File: config.mk
export PLATFORM = sky130hd
export DESIGN_NAME = spec_mem_sequencer
export DESIGN_NICKNAME = d
export VERILOG_FILES = /design/src/rtl/spec_mem_seq_pkg.sv /design/src/rtl/spec_mem_sequencer.sv
export SDC_FILE = /design/constraint.sdc
export NUM_CORES = 1
export LEC_CHECK = 0
export ABC_AREA = 1
export CAP_MARGIN = 10
export CORE_UTILIZATION = 40
export DETAILED_ROUTE_END_ITERATION = 6
export GPL_ROUTABILITY_DRIVEN = 0
export HOLD_SLACK_MARGIN = 0.06
export PLACE_DENSITY = 0.75
export SETUP_SLACK_MARGIN = 0.5
export SLEW_MARGIN = 20
export SYNTH_ARGS = -nofsm -noshare
export SYNTH_HDL_FRONTEND = slang
export SYNTH_SLANG_ARGS = --single-unit
File: constraint.sdc
create_clock -name clk_i -period 1.79 [get_ports clk_i]
set_clock_uncertainty 0.2 [all_clocks]
set_input_delay 0.358 -clock clk_i [delete_from_list [all_inputs] [get_ports clk_i]]
set_output_delay 0.358 -clock clk_i [all_outputs]
set_load 0.02 [all_outputs]
File: src/rtl/spec_mem_seq_pkg.sv
// Shared types and constants for the spec memory sequencer.
package spec_mem_seq_pkg;

   typedef enum logic [2:0] {
      IDLE,
      REQ_FST,
      WAIT_FST,
      REQ_SND,
      WAIT_SND,
      DONE
   } spec_mem_seq_state_e;

   typedef enum logic [1:0] {
      NONE    = 2'd0,
      BUS     = 2'd1,
      TIMEOUT = 2'd2,
      ILLEGAL = 2'd3
   } spec_mem_err_e;

   localparam logic [3:0] RdBe = 4'hF;

endpackage

File: src/rtl/spec_mem_sequencer.sv
// Replays the spec instance's one- or two-granule memory side-effect onto an
// Ibex-style req/gnt/rvalid data bus and returns the read data and status.
module spec_mem_sequencer
   import spec_mem_seq_pkg::*;
#(
   parameter int unsigned TimeoutCycles = 64
) (
   input  logic        clk_i,
   input  logic        rst_ni,
   input  logic        start_i,
   input  logic        rd_i,
   input  logic        rd_snd_i,
   input  logic [31:0] rd_fst_addr_i,
   input  logic [31:0] rd_snd_addr_i,
   input  logic        wr_i,
   input  logic        wr_snd_i,
   input  logic [31:0] wr_fst_addr_i,
   input  logic [31:0] wr_snd_addr_i,
   input  logic [31:0] wr_fst_wdata_i,
   input  logic [31:0] wr_snd_wdata_i,
   input  logic [3:0]  wr_fst_be_i,
   input  logic [3:0]  wr_snd_be_i,
   output logic        data_req_o,
   input  logic        data_gnt_i,
   output logic [31:0] data_addr_o,
   output logic        data_we_o,
   output logic [3:0]  data_be_o,
   output logic [31:0] data_wdata_o,
   input  logic        data_rvalid_i,
   input  logic        data_err_i,
   input  logic [31:0] data_rdata_i,
   output logic        busy_o,
   output logic        done_o,
   output logic        err_o,
   output logic [1:0]  err_cause_o,
   output logic [31:0] rd_fst_rdata_o,
   output logic [31:0] rd_snd_rdata_o
);

   localparam int unsigned    CntW   = $clog2(TimeoutCycles);
   localparam logic [CntW-1:0] CntMax = CntW'(TimeoutCycles - 1);

   spec_mem_seq_state_e state_q, state_d;
   spec_mem_err_e       cause_q, cause_d;
   logic [CntW-1:0]     cnt_q;
   logic                timeout;

   logic        we_q, snd_q;
   logic [31:0] addr_fst_q, addr_snd_q;
   logic [31:0] wdata_fst_q, wdata_snd_q;
   logic [3:0]  be_fst_q, be_snd_q;
   logic [31:0] rdata_fst_q, rdata_snd_q;

   logic        in_req, snd_sel;

   assign timeout = (cnt_q == CntMax);

   // Next state; a gnt or rvalid in the final counted cycle still wins over timeout.
   always_comb begin
      state_d = state_q;
      cause_d = cause_q;
      unique case (state_q)
         IDLE: begin
            if (start_i) begin
               cause_d = NONE;
               if (rd_i && wr_i) begin
                  state_d = DONE;
                  cause_d = ILLEGAL;
               end else if (!rd_i && !wr_i) begin
                  state_d = DONE;
               end else begin
                  state_d = REQ_FST;
               end
            end
         end
         REQ_FST, REQ_SND: begin
            if (data_gnt_i) begin
               state_d = (state_q == REQ_FST) ? WAIT_FST : WAIT_SND;
            end else if (timeout) begin
               state_d = DONE;
               cause_d = TIMEOUT;
            end
         end
         WAIT_FST, WAIT_SND: begin
            if (data_rvalid_i) begin
               if (data_err_i) begin
                  state_d = DONE;
                  cause_d = BUS;
               end else if (state_q == WAIT_FST && snd_q) begin
                  state_d = REQ_SND;
               end else begin
                  state_d = DONE;
               end
            end else if (timeout) begin
               state_d = DONE;
               cause_d = TIMEOUT;
            end
         end
         DONE:    state_d = IDLE;
         default: state_d = IDLE;
      endcase
   end

   always_ff @(posedge clk_i or negedge rst_ni) begin
      if (!rst_ni) begin
         state_q     <= IDLE;
         cause_q     <= NONE;
         cnt_q       <= '0;
         we_q        <= 1'b0;
         snd_q       <= 1'b0;
         addr_fst_q  <= '0;
         addr_snd_q  <= '0;
         wdata_fst_q <= '0;
         wdata_snd_q <= '0;
         be_fst_q    <= '0;
         be_snd_q    <= '0;
         rdata_fst_q <= '0;
         rdata_snd_q <= '0;
      end else begin
         state_q <= state_d;
         cause_q <= cause_d;

         if (state_d != state_q || state_q == IDLE) begin
            cnt_q <= '0;
         end else if (!timeout) begin
            cnt_q <= cnt_q + 1'b1;
         end

         if (state_q == IDLE && start_i) begin
            rdata_fst_q <= '0;
            rdata_snd_q <= '0;
            if (rd_i ^ wr_i) begin
               // A snd flag belonging to the other op is deliberately dropped here.
               we_q        <= wr_i;
               snd_q       <= wr_i ? wr_snd_i : rd_snd_i;
               addr_fst_q  <= wr_i ? wr_fst_addr_i : rd_fst_addr_i;
               addr_snd_q  <= wr_i ? wr_snd_addr_i : rd_snd_addr_i;
               wdata_fst_q <= wr_fst_wdata_i;
               wdata_snd_q <= wr_snd_wdata_i;
               be_fst_q    <= wr_fst_be_i;
               be_snd_q    <= wr_snd_be_i;
            end
         end

         if (data_rvalid_i && !we_q) begin
            if (state_q == WAIT_FST) rdata_fst_q <= data_rdata_i;
            if (state_q == WAIT_SND) rdata_snd_q <= data_rdata_i;
         end
      end
   end

   assign in_req  = (state_q == REQ_FST) || (state_q == REQ_SND);
   assign snd_sel = (state_q == REQ_SND);

   always_comb begin
      data_req_o   = in_req;
      data_addr_o  = '0;
      data_we_o    = 1'b0;
      data_be_o    = '0;
      data_wdata_o = '0;
      if (in_req) begin
         data_addr_o = snd_sel ? addr_snd_q : addr_fst_q;
         data_we_o   = we_q;
         if (we_q) begin
            data_be_o    = snd_sel ? be_snd_q : be_fst_q;
            data_wdata_o = snd_sel ? wdata_snd_q : wdata_fst_q;
         end else begin
            data_be_o = RdBe;
         end
      end
   end

   assign busy_o         = (state_q != IDLE);
   assign done_o         = (state_q == DONE);
   assign err_o          = done_o && (cause_q != NONE);
   assign err_cause_o    = done_o ? cause_q : NONE;
   assign rd_fst_rdata_o = rdata_fst_q;
   assign rd_snd_rdata_o = rdata_snd_q;

endmodule

==> results.md <==
* Port bufs at 380
* Share of layout cells above drive strength 1 at approximately 28%
* Placeable Area at around 25000 um2
* CTS tree: done
* DR WL/cell at 18.95 um
* Worst r2r path cells at 15
* Chip width at around 160 um
* Die area at 25880 um2
* Post-Layout Cell Count at 1968
* Worst setup startpoint: state_q[2]$_DFF_PN0_
* Synth Area in Simple Gates at around an eighth
* Final wirelength at 37.29 mm
* Layout overhead on the synthesized area at 77.53%
* Worst setup SP type: flop
* Slew HR at around 65%
* Worst-margin pin slew at 520.0 ps
* Endpoints failing hold at 0
* Synth Area in Compound Gates at between 10% and 20%
* Crit Reg-Reg Endpoint: wdata_fst_q[30]$_DFFE_PN0P_
* Vias in the first global route at approximately 9800
* Top-area cell type share of the netlist area at between 50 and 60%
* TNS Setup at -195320 ps
* Power Total at about 27 mW
* TritonCTS Buffers at 25
* Clock root buffer: clkbuf_16
* Post-Syn Area per Cell at roughly 8.9 um2
* FF-to-FF Start: state_q[2]$_DFF_PN0_
* Top_reg_cell synth: dfrtp_1
* Adder-cell share of the synthesized area at 0.2478%
* Worst path required time at ~1200 ps
* Largest family of logic cells by synthesized area: compound AO/OA/AOI/OAI gates
* R2R Setup Slk at -760 ps
* Synth Area in XOR/XNOR at less than 1%
* CP Data Arrival Time at 2050 ps
* Routed Antenna Nets at 0
* Pleak at around 8.0 nW
* CP cell instances: inv_4 > buf_6 > nand3_4 > nand2_4 > inv_2 > nor2_4 > inv_8 > buf_4 > buf_6 > a21oi_4 > buf_6
* Grt ovf at 0
* Initial DRT Pass Iterations at 5
* Row cnt at 57
* DRT iter0 DRCs at ~560
* Violated checks: negative setup slack
* Vias/cell at 5.048
* DP HPWL at roughly 24 mm
* Initial antenna violation count at 5
* Max Freq at ~380 MHz
* Fin worst setup slack at -816.2 ps
* Final net count at ~1900
* Worst-path maximum fanout at 7
* Syn. warnings at 0
* H-tree levels at 1
* FILL cells at 1708
* Family with the most delay on the worst path: buffers and inverters
* CTS max path bufs at 3
* Final setup violation count at between 300 and 400
* Top cells by area, synth: dfrtp_1 53%, o21ai_0 8.4%, nand2_1 6.8%, inv_1 6.1%, nand3_1 3.7%
* Max cap viols at 0
* Netlist Area Pre-Place at between 10000 and 15000 um2
* Clock latency on the worst-skew pair at 510 ps
* Total Routing Usage GR at a little over a quarter
* Crit share post-route at 145.6%
* Post-synthesis mux area share at between 7 and 8%
* Largest net degree at the start of global routing at about 130
* End of the critical path: data_wdata_o[18]
* Residual DRC at 0
* Crit. End Element: primary output
* Chip height at 160.9 um
* Largest stage delay, worst path at 410 ps
* Tmin final at about 2600 ps
* Synth unique cells at 31
* Max rail drop VDD at roughly 1000 uV
* Pwr dens at between 1500 and 2000 nW/um2
* Cell mode on critical path: buf_6
* Post-synth net total at between 1000 and 1500
* WS Path Type: reg2out
* Commonest non-fill, non-tap cell in the layout: clkdlybuf4s50_1
* Worst path depth at 11
* WHS at roughly 130 ps
* Worst min path class: in2async
* Slew Viols, Final at 0
* Status: finished with violations
* Most frequent cells in the layout: 298 x clkdlybuf4s50_1, 211 x dfrtp_1, 167 x nand2_1
* Placed cell count at about 1800
* Crit-path slowest cell: dfrtp_1
* EDFF count, synth at 0
* CTS clk-pin slew, worst paths at roughly 60 ps
* Io pins at roughly 380
* Fraction of registers with async set/reset at 100.0%
* Crit path buffers/inverters at 7
* RSZ-0062 raised after global routing: yes
* Via count at a little under 10000
* Sequential share of the synthesized area at between 50% and 60%
* Clock Sink Count at between 200 and 250
* Starting Density at between 40% and 50%
* Mapped Cells at approximately 1100
* First-pass GRT wire length at about 54 mm
* Synth Register Bits at 213
* Yosys top cell by area: dfrtp_1
==> metrics by stage <==
step	utilization, %	worst slack (ps)	instance area (um2)
after CTS	68.42	-801.3	16790
after detailed placement	63.24	-723.1	15510
final	73.07	-816.2	17930
after floorplan	-	-187.6	10780
after global routing	73.05	-892.4	17920
after global placement	63.24	-690.5	15510
==> metal layers <==
metal | share of wire, % | GRT usage, % | vias to the layer above | routed length (um)
met5 | 0 | 0 | - | 0
met1 | 40 | 32.43 | 4777 | 15090
met2 | 49 | 43.91 | 362 | 18300
met4 | 3.0 | 9.305 | 0 | 1130
met3 | 7.4 | 7.231 | 74 | 2768
li1 | - | - | 4722 | -
==> kinds of logic (layout without fill, tap and decap cells) <==
family | after synthesis | in the layout
compound gates | 310 | 310
simple gates | 293 | 293
buf+inv | 245 | 752
flops | 213 | 213
mux | 64 | 64
xor+xnor | 4 | 4
fa+ha+maj | 2 | 2
other cells | 0 | 6
==> where the power goes <==
part	switching [mW]	internal [mW]
Combinational	6.97	7.19
Clock	1.96	2.99
Sequential	1.19	7.01
==> sequential cells by signal (all words and copies together) (netlist names) <==
register,count
rd_snd_rdata_o,32
state_q,3
rd_fst_rdata_o,32
cause_q,2
wdata_fst_q,32
snd_q,1
wdata_snd_q,32
be_snd_q,4
addr_snd_q,32
cnt_q,6
be_fst_q,4
we_q,1
addr_fst_q,32
==> final cells by class <==
cell class / count / area, um2 / area share, %
Antenna cell: 6 / 15.01 / 0.08376
Clock buffer: 38 / 704.4 / 3.930
Clock inverter: 6 / 85.08 / 0.4746
Inverter: 169 / 645.6 / 3.602
Multi-Input combinational cell: 673 / 4728 / 26.38
Sequential cell: 213 / 5333 / 29.75
Tap cell: 324 / 405.4 / 2.261
Timing Repair Buffer: 539 / 6010 / 33.52
==> worst min-delay path by stage <==
stage           start                    endpoint  cells past startpoint
2_1_floorplan  rst_ni   addr_fst_q[0]$_DFFE_PN0P_                      0
3_3_place_gp   rst_ni  addr_fst_q[10]$_DFFE_PN0P_                      1
3_5_place_dp   rst_ni  addr_fst_q[10]$_DFFE_PN0P_                      1
4_1_cts          wr_i      cause_q[1]$_DFFE_PN0P_                      5
5_1_grt          wr_i  addr_snd_q[15]$_DFFE_PN0P_                      5
6_report       rst_ni  addr_fst_q[10]$_DFFE_PN0P_                      2
==> cell usage after synthesis (20+ instances only) <==
master,number
mux2_2,32
o211ai_1,42
dfrtp_1,213
clkbuf_1,40
buf_2,20
mux2_1,32
a21oi_1,58
nor2_1,25
o21ai_0,169
inv_1,165
nand2_1,184
nand3_1,75
o21a_1,24
==> repair_timing <==
item                                    CTS  global route
setup buffers                            20            30
hold endpoints to repair                213             0
hold buffers                              1             0
endpoints found under the setup margin  352           398
pin swaps                                 8            11
gates resized for setup                 431           192
gates cloned                              6            13
No activity file was read; power rests on OpenSTA's default activity.
